===== src/rtl/unified_mem_arbiter.sv =====
// Shares one fixed-latency single-port memory between instruction fetch and data access.
// The data side wins ties, and stall_o freezes the pipeline until every pending access is done.
module unified_mem_arbiter #(
  parameter int unsigned MEM_LAT       = 2,
  parameter logic [31:0] STALL_CNT_RST = 32'h0000_0000
) (
  input  logic        clk_i,
  input  logic        rst_i,
  input  logic        if_req_i,
  input  logic [31:0] if_addr_i,
  output logic [31:0] if_rdata_o,
  output logic        if_ack_o,
  input  logic        dm_rd_i,
  input  logic        dm_wr_i,
  input  logic [31:0] dm_addr_i,
  input  logic [31:0] dm_wdata_i,
  output logic [31:0] dm_rdata_o,
  output logic        dm_ack_o,
  output logic        mem_en_o,
  output logic        mem_we_o,
  output logic [31:0] mem_addr_o,
  output logic [31:0] mem_wdata_o,
  input  logic [31:0] mem_rdata_i,
  output logic        stall_o,
  output logic [31:0] stall_cnt_o,
  output logic [1:0]  state_o
);

  // Handshake: a requester holds its level request (and address/data) until it sees a
  // one-cycle ack; the served flag stops the same request being issued twice while the
  // pipeline stays frozen, and is dropped on any edge where the pipeline advances.

  typedef enum logic [1:0] {
    IDLE  = 2'd0,
    ISSUE = 2'd1,
    WAIT  = 2'd2,
    ACK   = 2'd3
  } state_t;

  localparam logic [3:0] LAT_INIT = 4'(MEM_LAT - 1);

  state_t     state, state_nxt;
  logic       owner_dm, owner_nxt;
  logic [3:0] lat_cnt, lat_nxt;
  logic       is_wr;
  logic       if_served, dm_served;
  logic       dm_req, if_pend, dm_pend;
  logic       start, go_ack, capture;

  assign dm_req  = dm_rd_i | dm_wr_i;
  assign if_pend = if_req_i & ~if_served;
  assign dm_pend = dm_req & ~dm_served;
  assign stall_o = (if_pend & ~if_ack_o) | (dm_pend & ~dm_ack_o);
  assign state_o = state;

  always_comb begin
    state_nxt = state;
    owner_nxt = owner_dm;
    lat_nxt   = lat_cnt;
    start     = 1'b0;
    go_ack    = 1'b0;
    capture   = 1'b0;
    case (state)
      IDLE: begin
        // The data access belongs to the older instruction, so it goes first.
        if (dm_pend) begin
          state_nxt = ISSUE;
          owner_nxt = 1'b1;
          start     = 1'b1;
        end else if (if_pend) begin
          state_nxt = ISSUE;
          owner_nxt = 1'b0;
          start     = 1'b1;
        end
      end
      ISSUE: begin
        if (is_wr) begin
          state_nxt = ACK;
          go_ack    = 1'b1;
        end else begin
          state_nxt = WAIT;
          lat_nxt   = LAT_INIT;
        end
      end
      WAIT: begin
        if (lat_cnt == 4'd0) begin
          state_nxt = ACK;
          go_ack    = 1'b1;
          capture   = 1'b1;
        end else begin
          lat_nxt = lat_cnt - 4'd1;
        end
      end
      ACK: begin
        state_nxt = IDLE;
      end
      default: begin
        state_nxt = IDLE;
      end
    endcase
  end

  always_ff @(posedge clk_i or posedge rst_i) begin
    if (rst_i) begin
      state    <= IDLE;
      owner_dm <= 1'b0;
      lat_cnt  <= 4'd0;
    end else begin
      state    <= state_nxt;
      owner_dm <= owner_nxt;
      lat_cnt  <= lat_nxt;
    end
  end

  // Command registers: the strobe is high only in ISSUE, address and data hold otherwise.
  always_ff @(posedge clk_i or posedge rst_i) begin
    if (rst_i) begin
      is_wr       <= 1'b0;
      mem_en_o    <= 1'b0;
      mem_we_o    <= 1'b0;
      mem_addr_o  <= 32'h0;
      mem_wdata_o <= 32'h0;
    end else begin
      mem_en_o <= start;
      mem_we_o <= start & owner_nxt & dm_wr_i;
      if (start) begin
        is_wr      <= owner_nxt & dm_wr_i;
        mem_addr_o <= owner_nxt ? dm_addr_i : if_addr_i;
        if (owner_nxt) begin
          mem_wdata_o <= dm_wdata_i;
        end
      end
    end
  end

  always_ff @(posedge clk_i or posedge rst_i) begin
    if (rst_i) begin
      if_ack_o   <= 1'b0;
      dm_ack_o   <= 1'b0;
      if_rdata_o <= 32'h0;
      dm_rdata_o <= 32'h0;
    end else begin
      if_ack_o <= go_ack & ~owner_dm;
      dm_ack_o <= go_ack & owner_dm;
      if (capture && !owner_dm) begin
        if_rdata_o <= mem_rdata_i;
      end
      if (capture && owner_dm) begin
        dm_rdata_o <= mem_rdata_i;
      end
    end
  end

  // An unstalled edge means the pipeline moved on, so any held request is a new one.
  always_ff @(posedge clk_i or posedge rst_i) begin
    if (rst_i) begin
      if_served   <= 1'b0;
      dm_served   <= 1'b0;
      stall_cnt_o <= STALL_CNT_RST;
    end else begin
      if (!stall_o) begin
        if_served <= 1'b0;
        dm_served <= 1'b0;
      end else begin
        if (if_ack_o) if_served <= 1'b1;
        if (dm_ack_o) dm_served <= 1'b1;
        stall_cnt_o <= stall_cnt_o + 32'd1;
      end
    end
  end

endmodule


===== config.mk =====
export PLATFORM = sky130hd
export DESIGN_NAME = unified_mem_arbiter
export DESIGN_NICKNAME = d
export VERILOG_FILES = /design/src/rtl/unified_mem_arbiter.sv
export SDC_FILE = /design/constraint.sdc
export NUM_CORES = 1
export LEC_CHECK = 0
export ABC_AREA = 1
export BUFFER_PORTS_ARGS = -buffer_cell sky130_fd_sc_hd__buf_4
export CAP_MARGIN = 5
export CORE_MARGIN = 1
export CORE_UTILIZATION = 53
export DETAILED_ROUTE_END_ITERATION = 8
export GPL_ROUTABILITY_DRIVEN = 1
export PLACE_DENSITY = 0.95
export SLEW_MARGIN = 5
export SYNTH_ARGS = -nofsm -noshare
export SYNTH_HDL_FRONTEND = slang
export SYNTH_SLANG_ARGS = --single-unit

===== constraint.sdc =====
create_clock -name clk_i -period 8.55 [get_ports clk_i]
set_clock_uncertainty 0.2 [all_clocks]
set_input_delay 0.4275 -clock clk_i [delete_from_list [all_inputs] [get_ports clk_i]]
set_output_delay 0.4275 -clock clk_i [all_outputs]
set_load 0.03 [all_outputs]

* Word-level counts from Yosys, hierarchy flattened
Cells that the tools add are included.
Storage, ports and cells: logic and storage cells 74, bits in registers 174, output and inout port bits 167, bits of input ports 133
Operators by class: reductions and logical operators 9, equal/unequal tests 9, multiplexer cells 23, $add $sub $neg 2, bitwise gates (word level) 16
Operators with widths (number):
- adder 32 x 1 -> 32 bit, second input constant | 1
- two-way mux 32 bit | 1
- two-way mux 1 bit | 14
- != test 2 bit, second input constant | 5
- bitwise AND 1 bit | 9
- two-way mux 4 bit | 2
- case mux 2 bit (4 select lines) | 1
- case mux 4 bit (2 select lines) | 1
- two-way mux 2 bit | 3
- inverter 1 bit | 5
- == test 2 bit, second input constant | 2
- zero test 4 bit | 1
- AND reduction 2 bit | 2
- subtractor 4 x 1 -> 4 bit, second input constant | 1
- != test 3 bit, second input constant | 1
- AND reduction 3 bit | 1
- == test 2 x 1 -> 1 bit, second input constant | 1
- logical AND 1 bit | 2
- zero test 2 bit | 1
- bitwise OR 1 bit | 2
- case mux 1 bit (2 select lines) | 1
- nonzero test 2 bit | 1
- zero test 1 bit | 1

* Depth between registers and ports, before layout
Gate-level depths: netlist of the first run.
depth after elaboration 7, mapped depth 11, depth with buffers taken out 10

* Worst setup path before layout of the first run
OpenSTA, ideal clock, no wires.
kind register to register, start reg state[0], in the netlist state_o[0], end reg mem_addr_o[18], data required time 8.237 ns, library setup time 0.113 ns, slack 6.714 ns, clock period less this slack 1.836 ns, cell stages (with the launch flop) 10, path buffers 1, data arrival time 1.524 ns, cell sequence dfrtp_1 -> inv_1 -> ha_1 -> inv_1 -> nand2_1 -> nand2_2 -> buf_2 -> nand3b_1 -> nand2_1 -> inv_1
Between the ends: word-level cells in the longest chain between the ends 3, elaborated cells between the ends (all ways) 4, those cells by class 3 x mux; 1 x reduce/logical
RTL lines:
- start: declaration | line 42 | state_t state, state_nxt;
- start signal: assignment | line 109 | state <= state_nxt;
- zero test 2 bit (*) | line 63 | case (state)
- two-way mux 1 bit | line 63
- two-way mux 32 bit | line 128 | mem_addr_o <= owner_nxt ? dm_addr_i : if_addr_i;
- end signal: assignment | line 128
- end: declaration | line 21 | output logic [31:0] mem_addr_o,
Every way passes the cells marked *; elsewhere a longest branch is shown, timed or not. A chain may end at the register's enable or synchronous reset.

* Worst setup path after layout of the first run
start reg state[1], in the netlist state_o[1], end reg mem_addr_o[16]
The elaborated chain is that of the path after synthesis.

==> impl_metrics.json, run 1 <==
{
  "warnings_synthesis": 0,
  "cts.reportedPaths.clkPinSlew_ps": 80,
  "place_congestion": 0.8850,
  "endpoint_kind": "register",
  "failed_checks": "negative hold slack",
  "numClockSinks": 174,
  "power_total_mw": 4.367,
  "maximum_fanout_encountered_on_the_critical_timing_path": 51,
  "power_spent_charging_and_discharging_nets_mw": 2.056,
  "final_common_cell": "sky130_fd_sc_hd__nand2_1",
  "hold_vio_cnt_final": 28,
  "dpl.hpwl_um": 15430,
  "ctsLongestPathBuffers": 2,
  "cellPowerDensity_nw_per_um2": 395.7,
  "fin_nets": 1399,
  "initial_core_util_pct": 54.26,
  "synth_largest_area_cell": "sky130_fd_sc_hd__dfrtp_1",
  "post_cts_resized": 0,
  "core_area_um2": 14480,
  "drt_drc_violations_left": 0,
  "post_route_utilization_pct": 76.23,
  "portion_of_the_clock_cycle_consumed_by_the_worst_path_in_the_final_layout_pct": 36.31,
  "final_antenna_net_count": 0,
  "num_io_pins": 300,
  "status": "complete, but fails checks",
  "grt_start_max_net_pins": 100,
  "tritoncts": "yes",
  "synth.avg_cell_area_um2": 8.261,
  "cts_inserted_buffers": 17,
  "synthDistinctLibCells": 30,
  "total_die_area_um2": 15310,
  "critical-path-slowest-cell": "sky130_fd_sc_hd__nand3_2",
  "drv_cap": 0,
  "power.switching_fraction_pct": 47.07,
  "path_delay_family": "buffers and inverters",
  "number_of_synthesized_register_bits": 174,
  "syn_area_um2": 7856,
  "worst_ep_required_time_ps": 8660,
  "unrepaired_setup_endpoints_after_global_routing": "false",
  "clock_power_share_pct": 19.2,
  "synth_nets": 1091,
  "flow.area_growth_from_synthesis_pct": 40.48,
  "whs_ps": -23.82,
  "viasPerCell": 5.386,
  "internal_power_mw": 2.311,
  "dieWidth_um": 123.8,
  "detail_route.wl_per_cell_um": 17.18,
  "p_leak_nw": 5.693,
  "number_of_antenna_violations_at_the_first_check_in_global_routing": 1,
  "first_global_vias": 7383,
  "critPathMaxStageDelay_ps": 810,
  "fin_crit_ps": 3104,
  "max_freq_ghz": 0.3221,
  "worst_vdd_drop_v": 0.0002727,
  "final_design_area_no_fill_um2": 11040,
  "io_buffers": 299,
  "post-cts-setup-buffers": 0,
  "drt_iter0_markers": 706,
  "timing.critical_path.from_type": "register",
  "grt_overflow": 0,
  "global_route_wire_length_before_repair_um": 36360,
  "arrival_time_reported_for_the_critical_path_endpoint_ps": 3220,
  "worstPathCellList": "inv_1 > ha_1 > nand3_2 > inv_1 > buf_4 > o21ai_0 > o21ai_0",
  "vias": 7848,
  "hold_path_class": "in2async",
  "synthDominantCellAreaShare_pct": 55.42,
  "setup_violations": 0,
  "route.final.wire_length_um": 25040,
  "slew_violations": 0,
  "floorplan.rows": 44,
  "number_of_h_tree_branching_levels": 4,
  "global_route.usage.total_pct": 31.50,
  "share_of_post_route_cells_with_drive_strength_above_1_pct": 28.46,
  "yosysSeqAreaShare_pct": 55.42,
  "cts.hold.buffers_added": 23,
  "detailedRoute.firstPassIterationCount": 8,
  "postPlaceCellArea_um2": 10130,
  "max_slew_margin_pct": 20.41,
  "layout_common_cells": "355 x sky130_fd_sc_hd__nand2_1, 303 x sky130_fd_sc_hd__buf_4, 174 x sky130_fd_sc_hd__dfrtp_1, 97 x sky130_fd_sc_hd__nor2_1, 82 x sky130_fd_sc_hd__o21ai_0",
  "clk_lat_worst_skew_ps": 430,
  "worstSetupPathType": "reg2reg",
  "cp_num_buf_inv": 3,
  "die_height_um": 123.8,
  "n_fill_cell": 968,
  "fin_tns_setup_ps": 0,
  "netlist_instances": 951,
  "tightestPinTransition_ps": 1194,
  "cts_root_buf": "sky130_fd_sc_hd__clkbuf_16",
  "sequentialPowerShare_pct": 32.0,
  "power_frac_comb_pct": 48.8,
  "synth.top_cells.by_area": "sky130_fd_sc_hd__dfrtp_1 55%, sky130_fd_sc_hd__nand2_1 17%, sky130_fd_sc_hd__o21ai_0 5.2%"
}
[cell families after synthesis]
logic type	share of synthesized area [%]
buffers and inverters	6.593
XOR/XNOR	1.449
AO/OA/AOI/OAI	6.960
adder cells (fa/ha/maj)	1.115
flip-flops	55.42
AND/OR/NAND/NOR	28.46
[worst paths after layout]
check | startpoint | endpoint | slack, ps | depth (start not counted)
min in group clk_i | mem_rdata_i[8] | dm_rdata_o[8] | 10 | 3
min reg2reg | dm_rdata_o[29] | dm_rdata_o[29] | 290 | 2
max | state_o[1] | mem_addr_o[16] | 5450 | 7
max reg2reg | state_o[1] | mem_addr_o[16] | 5450 | 7
max in group asynchronous | rst_i | dm_rdata_o[11] | 6670 | 3
min | rst_i | mem_addr_o[2] | -20 | 2
[state kept, by name (all words and copies together), names as in the netlist, 2 cells and up]
name         flops
mem_addr_o      32
state_o          2
stall_cnt_o     32
lat_cnt          4
mem_wdata_o     32
dm_rdata_o      32
if_rdata_o      32
[synth_stat cells]
cell type                  count
sky130_fd_sc_hd__nand2_2       5
sky130_fd_sc_hd__inv_4         1
sky130_fd_sc_hd__buf_4         6
sky130_fd_sc_hd__nand2_4       2
sky130_fd_sc_hd__nand3_4       1
sky130_fd_sc_hd__xor2_1        3
sky130_fd_sc_hd__nor3_1        4
sky130_fd_sc_hd__nand4_1       9
sky130_fd_sc_hd__nand3_2       3
sky130_fd_sc_hd__buf_8         2
sky130_fd_sc_hd__buf_1         1
sky130_fd_sc_hd__buf_6         2
sky130_fd_sc_hd__o21ai_1      25
sky130_fd_sc_hd__or2_2         1
sky130_fd_sc_hd__inv_2         3
sky130_fd_sc_hd__a21oi_1       1
sky130_fd_sc_hd__nor2_1       97
sky130_fd_sc_hd__o21ai_0      82
sky130_fd_sc_hd__dfrtp_1     174
sky130_fd_sc_hd__nand3_1      27
sky130_fd_sc_hd__o22ai_1       1
sky130_fd_sc_hd__xnor2_1      10
sky130_fd_sc_hd__ha_1          7
sky130_fd_sc_hd__inv_1        71
sky130_fd_sc_hd__clkbuf_1     10
sky130_fd_sc_hd__buf_2        19
sky130_fd_sc_hd__nand3b_1     19
sky130_fd_sc_hd__nor2_4        3
sky130_fd_sc_hd__nand2_1     355
sky130_fd_sc_hd__nor2_2        7
[power groups by stage]
stage | logic, mW | registers (mW) | clock network, mW
detailed placement | 2.07 | 1.39 | 0
global placement | 2.00 | 1.37 | 0
CTS | 2.09 | 1.38 | 0.841
global route | 2.28 | 1.42 | 0.884
floorplan | 0.730 | 1.97 | 0
finish | 2.13 | 1.40 | 0.840
[final cells by class]
class | count | area [um2] | share of cell area [%]
tap | 184 | 230.2 | 2.086
antenna | 1 | 2.502 | 0.02267
clock inverter | 15 | 216.5 | 1.961
sequential | 174 | 4354 | 39.45
inverter | 75 | 289.0 | 2.619
multi-input combinational | 662 | 2984 | 27.04
clock buffer | 17 | 425.4 | 3.854
timing repair buffer | 329 | 2535 | 22.97
[metal layers]
layer  up-vias  track usage, %  share of wire, %
met5         -               0                 0
met4         0           19.13               6.2
met3       115           7.280               6.9
met2       453           55.69                52
met1      3696           34.15                35
li1       3584               -                 -
[stage by stage]
stage | std cells | setup WS, ps
3_3_place_gp | 1398 | 5694
5_1_grt | 1457 | 5265
4_1_cts | 1453 | 5616
2_1_floorplan | 951 | 3206
6_report | 1457 | 5446
3_5_place_dp | 1398 | 5622
Power figures use the tool's default switching activity.
==> inputs of run 2 (changes only) <==
--- a/config.mk
+++ b/config.mk
@@ -9,10 +9,10 @@
 export BUFFER_PORTS_ARGS = -buffer_cell sky130_fd_sc_hd__buf_4
 export CAP_MARGIN = 5
 export CORE_MARGIN = 1
-export CORE_UTILIZATION = 53
+export CORE_UTILIZATION = 49
 export DETAILED_ROUTE_END_ITERATION = 8
 export GPL_ROUTABILITY_DRIVEN = 1
-export PLACE_DENSITY = 0.95
+export PLACE_DENSITY = 0.9
 export SLEW_MARGIN = 5
 export SYNTH_ARGS = -nofsm -noshare
 export SYNTH_HDL_FRONTEND = slang
==> constraint.sdc (replaced) <==
create_clock -name clk_i -period 3.21 [get_ports clk_i]
set_clock_uncertainty 0.2 [all_clocks]
set_input_delay 0.1605 -clock clk_i [delete_from_list [all_inputs] [get_ports clk_i]]
set_output_delay 0.1605 -clock clk_i [all_outputs]
set_load 0.03 [all_outputs]
==> run 2 against run 1 <==
  * The run now ends clean
  * Utilization up 2.7 points
  * Sequential power increased to 2.6 times the previous value
  * Critical path depth grew 1
  * Worst setup slack worse by 5300 ps
  * Maximum frequency rose by 2.2%
  * Clock power rose to 2.6 times the previous value
  * Wire length increased by 11%
  * Largest cell class unchanged
==> impl_metrics.json, run 2 (same netlist as run 1, synthesis figures left out) <==
{
  "num_io_pins": 300,
  "worstSetupPathType": "reg2reg",
  "fin_nets": 1511,
  "cts_inserted_buffers": 17,
  "numClockSinks": 174,
  "arrival_time_reported_for_the_critical_path_endpoint_ps": 3190,
  "global_route.usage.total_pct": 34.10,
  "first_global_vias": 8513,
  "worstReg2RegEnd": "mem_addr_o[20]",
  "worst_slack_ps": 171.6,
  "route.final.wire_length_um": 27860,
  "tritoncts": "yes",
  "tightestPinTransition_ps": 1015,
  "hold_path_class": "reg2reg",
  "worst_vdd_drop_v": 0.0006869,
  "dieWidth_um": 128.6,
  "worst-r2r-setup-slack_ps": 170,
  "cts_root_buf": "sky130_fd_sc_hd__clkbuf_16",
  "io_buffers": 299,
  "final_antenna_net_count": 0,
  "core_area_um2": 15430,
  "cts.hold.buffers_added": 132,
  "detail_route.wl_per_cell_um": 17.45,
  "final_common_cell": "sky130_fd_sc_hd__nand2_1",
  "hold_vio_cnt_final": 0,
  "clk_lat_worst_skew_ps": 420,
  "place_ws_ps": 1023,
  "share_of_post_route_cells_with_drive_strength_above_1_pct": 26.59,
  "drt_iter0_markers": 763,
  "timing.critical_path.from_type": "register",
  "endpoint_kind": "register",
  "maximum_fanout_encountered_on_the_critical_timing_path": 22,
  "drv_cap": 0,
  "flow.area_growth_from_synthesis_pct": 54.96,
  "viasPerCell": 5.352,
  "total_die_area_um2": 16540,
  "die_height_um": 128.6,
  "final_design_area_no_fill_um2": 12170,
  "worst_ep_required_time_ps": 3360,
  "worstHoldEndpoint": "if_rdata_o[26]",
  "p_leak_nw": 6.183,
  "grt_overflow": 0,
  "setup_violations": 0,
  "status": "finished, final reports clean",
  "worst_hold_path_depth": 2,
  "number_of_h_tree_branching_levels": 4,
  "drt_drc_violations_left": 0,
  "power_total_mw": 12.24,
  "timing.rr.start": "state_o[0]",
  "worst_hold_startpoint": "if_rdata_o[26]",
  "postPlaceCellArea_um2": 10230,
  "max_slew_margin_pct": 32.19,
  "unrepaired_setup_endpoints_after_global_routing": "false",
  "fin_crit_ps": 3038,
  "cts.reportedPaths.clkPinSlew_ps": 70,
  "grt_start_max_net_pins": 63,
  "layout_common_cells": "355 x sky130_fd_sc_hd__nand2_1, 307 x sky130_fd_sc_hd__buf_4, 174 x sky130_fd_sc_hd__dfrtp_1, 132 x sky130_fd_sc_hd__dlygate4sd3_1, 97 x sky130_fd_sc_hd__nor2_1",
  "post_cts_resized": 0,
  "cellPowerDensity_nw_per_um2": 1005,
  "max_freq_ghz": 0.3291,
  "dpl.hpwl_um": 15520,
  "slew_violations": 0,
  "r2r.worst_path.cells": 8,
  "place_congestion": 0.8825,
  "post-cts-setup-buffers": 0,
  "floorplan.rows": 45,
  "n_fill_cell": 906,
  "number_of_antenna_violations_at_the_first_check_in_global_routing": 0,
  "portion_of_the_clock_cycle_consumed_by_the_worst_path_in_the_final_layout_pct": 94.65,
  "critical_path.startpoint": "state_o[0]",
  "initial_core_util_pct": 50.92,
  "vias": 8542,
  "fin_tns_setup_ps": 0,
  "detailedRoute.firstPassIterationCount": 6,
  "ctsLongestPathBuffers": 2,
  "global_route_wire_length_before_repair_um": 42900
}
-- run 2: cell types whose count changed in the layout (fill, tap and decap cells not counted), sizes merged --
cell / change
clkinv: -1
clkinvlp: +2
buf: +6
dlygate4sd3: +106
inv: -1
-- run 2: critical path: stages, from the launching register on --
cell	delay, ps
sky130_fd_sc_hd__dfrtp_1	420
sky130_fd_sc_hd__inv_1	120
sky130_fd_sc_hd__ha_1	290
sky130_fd_sc_hd__nand3_2	120
sky130_fd_sc_hd__inv_1	490
sky130_fd_sc_hd__buf_4	300
sky130_fd_sc_hd__o21ai_0	150
sky130_fd_sc_hd__o21ai_0	250
sky130_fd_sc_hd__dlygate4sd3_1	610
-- run 2: layout make-up --
class | count | area, um2 | share of cell area (%)
flip-flops and latches | 174 | 4354 | 35.77
clock buffers | 17 | 425.4 | 3.494
inverters | 75 | 287.8 | 2.364
diodes | 1 | 2.502 | 0.02055
clock inverters | 15 | 190.2 | 1.562
repair buffers | 441 | 3666 | 30.11
well taps | 211 | 264.0 | 2.169
multi-input cells | 662 | 2984 | 24.51
-- run 2: through the flow --
stage               utilization, %  hold WS, ps  cells
finish                       78.91        282.9   1596
global route                 78.90        286.7   1595
CTS                          78.90        246.1   1595
detailed placement           66.34        159.1   1431
global placement             66.34        154.3   1431
floorplan                        -        70.12    951
-- run 2: layer usage --
layer	wire (um)	vias up	global-route usage, %
met5	0	-	0
li1	-	3799	-
met2	13720	587	57.58
met3	2076	172	7.277
met1	9859	3984	37.40
met4	2198	0	27.34
-- run 2: worst max-delay path by stage --
stage	to	slack (ps)	depth (start not counted)
finish	mem_addr_o[20]	170	8
global route	mem_addr_o[20]	50	8
CTS	mem_addr_o[20]	500	8
detailed placement	dm_rdata_o[4]	1020	8
global placement	if_rdata_o[14]	1100	9
floorplan	dm_ack_o	620	1
-- run 2: report_power, final --
part	switching, mW	internal (mW)
combinational	4.11	2.27
clock	0.968	1.19
sequential	0.603	3.10
==> inputs of run 3 (changes only) <==
--- a/config.mk
+++ b/config.mk
@@ -11,8 +11,7 @@
 export CORE_MARGIN = 1
 export CORE_UTILIZATION = 49
 export DETAILED_ROUTE_END_ITERATION = 8
-export GPL_ROUTABILITY_DRIVEN = 1
-export PLACE_DENSITY = 0.9
+export PLACE_DENSITY_LB_ADDON = 0.12
 export SLEW_MARGIN = 5
 export SYNTH_ARGS = -nofsm -noshare
 export SYNTH_HDL_FRONTEND = slang
==> run 3 against run 2 <==
  * Sequential power is essentially flat
  * First-iteration DRC count shrank 17%
  * Via count shrank 5.6%
  * Flip-flop and latch count is the same
  * Utilization shrank 0.13 points
  * Largest power group unchanged
  * Wire length shrank 9.3%
  * Sequential share of layout area grew 0.059 points
  * Non-clock buffer count grew 1
  * Worst setup slack gained 250 ps
  * Critical endpoint is now mem_addr_o[0]
==> impl_metrics.json, run 3 (same netlist as run 1, synthesis figures left out) <==
{
  "portion_of_the_clock_cycle_consumed_by_the_worst_path_in_the_final_layout_pct": 86.83,
  "setup_violations": 0,
  "endpoint_kind": "register",
  "tritoncts": "yes",
  "max_slew_margin_pct": 54.69,
  "postPlaceCellArea_um2": 10250,
  "hold_path_class": "in2async",
  "route.final.wire_length_um": 25270,
  "io_buffers": 299,
  "detailedRoute.firstPassIterationCount": 5,
  "global_route.usage.total_pct": 31.71,
  "ctsLongestPathBuffers": 2,
  "cts_inserted_buffers": 17,
  "global_route_wire_length_before_repair_um": 40290,
  "hold_vio_cnt_final": 0,
  "core_area_um2": 15430,
  "number_of_antenna_violations_at_the_first_check_in_global_routing": 0,
  "timing.critical_path.from_type": "register",
  "gr-max-usage-layer": "met2",
  "sequential_cell_area_um2": 4354,
  "clk_lat_worst_skew_ps": 430,
  "final_design_area_no_fill_um2": 12150,
  "floorplan.rows": 45,
  "viasPerCell": 5.057,
  "worst_ep_required_time_ps": 3320,
  "cts_root_buf": "sky130_fd_sc_hd__clkbuf_16",
  "unrepaired_setup_endpoints_after_global_routing": "false",
  "cts.reportedPaths.clkPinSlew_ps": 70,
  "die_height_um": 128.6,
  "drv_cap": 0,
  "globalRouteMet1Util_pct": 37.50,
  "share_of_post_route_cells_with_drive_strength_above_1_pct": 26.52,
  "initial_core_util_pct": 50.92,
  "dpl.hpwl_um": 15240,
  "place_congestion": 0.8398,
  "drt_iter0_markers": 635,
  "max_freq_ghz": 0.3588,
  "total_die_area_um2": 16540,
  "post-cts-setup-buffers": 0,
  "fin_tns_setup_ps": 0,
  "layout_common_cells": "355 x sky130_fd_sc_hd__nand2_1, 307 x sky130_fd_sc_hd__buf_4, 174 x sky130_fd_sc_hd__dfrtp_1, 132 x sky130_fd_sc_hd__dlygate4sd3_1, 97 x sky130_fd_sc_hd__nor2_1",
  "worst_vdd_drop_v": 0.0006590,
  "use_met2_pct": 53.83,
  "fin_nets": 1512,
  "slew_violations": 0,
  "maximum_fanout_encountered_on_the_critical_timing_path": 33,
  "arrival_time_reported_for_the_critical_path_endpoint_ps": 2890,
  "grt_start_max_net_pins": 67,
  "worstSetupPathType": "reg2reg",
  "grt_overflow": 0,
  "area_used_by_multi_input_combinational_logic_um2": 2984,
  "flow.area_growth_from_synthesis_pct": 54.71,
  "dieWidth_um": 128.6,
  "final_common_cell": "sky130_fd_sc_hd__nand2_1",
  "number_of_h_tree_branching_levels": 4,
  "n_fill_cell": 1041,
  "numClockSinks": 174,
  "status": "finished, final reports clean",
  "p_leak_nw": 6.164,
  "num_io_pins": 300,
  "first_global_vias": 8114,
  "fin_crit_ps": 2787,
  "drt_drc_violations_left": 0,
  "detail_route.wl_per_cell_um": 15.85,
  "final_antenna_net_count": 0,
  "grt_use_met3_pct": 6.445,
  "tightestPinTransition_ps": 677.3,
  "vias": 8066,
  "cellPowerDensity_nw_per_um2": 979.7,
  "num_antenna_cells": 0
}
-- run 3: cell count changes in the layout (fill, tap and decap cells not counted), sizes merged --
cell and change:
buf +1, clkbuf +2, clkinv -1, clkinvlp +3, diode -1, inv -5
-- run 3: routing by layer --
metal | vias up | wire (um)
li1 | 3809 | -
met1 | 3791 | 9576
met2 | 379 | 12730
met3 | 87 | 1699
met4 | 0 | 1268
met5 | - | 0
-- run 3: worst max-delay path: stages, from the launching register on --
cell and delay [ps]:
sky130_fd_sc_hd__dfrtp_1 410, sky130_fd_sc_hd__inv_1 120, sky130_fd_sc_hd__ha_1 300, sky130_fd_sc_hd__inv_1 90, sky130_fd_sc_hd__nand2_1 90, sky130_fd_sc_hd__nand2_2 390, sky130_fd_sc_hd__nor2_1 340, sky130_fd_sc_hd__o21ai_1 130
sky130_fd_sc_hd__dlygate4sd3_1 590
-- run 3: cell type report --
class,count,area share (%)
flip-flops and latches,174,35.82
repair buffers,442,30.33
multi-input cells,662,24.55
clock buffers,19,3.644
inverters,75,2.368
well taps,211,2.172
clock inverters,12,1.112
-- run 3: power breakdown --
part / total, mW / internal (mW) / leakage, nW / switching (mW)
Sequential: 3.67 / 3.10 / 2.13 / 0.575
Clock: 2.05 / 1.17 / 0.273 / 0.881
Combinational: 6.18 / 2.26 / 3.76 / 3.92
Total: 11.9 / 6.53 / 6.16 / 5.38
-- run 3: repair_timing --
| item | in CTS | in global routing |
|---|---|---|
| endpoints found under the hold margin | 162 | 0 |
| hold buffers | 132 | 0 |
| gates resized for setup | 0 | 0 |
-- run 3: path summary, 6_finish.rpt --
kind | end | slack [ps] | startpoint | cells after the start
max reg2reg | mem_addr_o[0] | 420 | state_o[1] | 8
max in group asynchronous | if_rdata_o[1] | 1890 | rst_i | 4
max | mem_addr_o[0] | 420 | state_o[1] | 8
min reg2reg | mem_wdata_o[9] | 280 | mem_wdata_o[9] | 2
min in group clk_i | mem_wdata_o[22] | 270 | dm_wdata_i[22] | 4
min | stall_cnt_o[12] | 150 | rst_i | 3
-- run 3: stage by stage --
| stage | power [mW] | worst slack (ps) | hold slack, ps | utilization (%) | instances |
|---|---|---|---|---|---|
| after floorplan | 7.190 | 624.8 | 70.12 | - | 951 |
| after global placement | 9.119 | 1034 | 53.72 | 66.47 | 1432 |
| after detailed placement | 9.231 | 1001 | 47.21 | 66.47 | 1432 |
| after CTS | 11.78 | 540.8 | 150.1 | 78.78 | 1595 |
| after global routing | 12.59 | 252.2 | 193.7 | 78.78 | 1595 |
| final | 11.91 | 422.7 | 150.5 | 78.78 | 1595 |
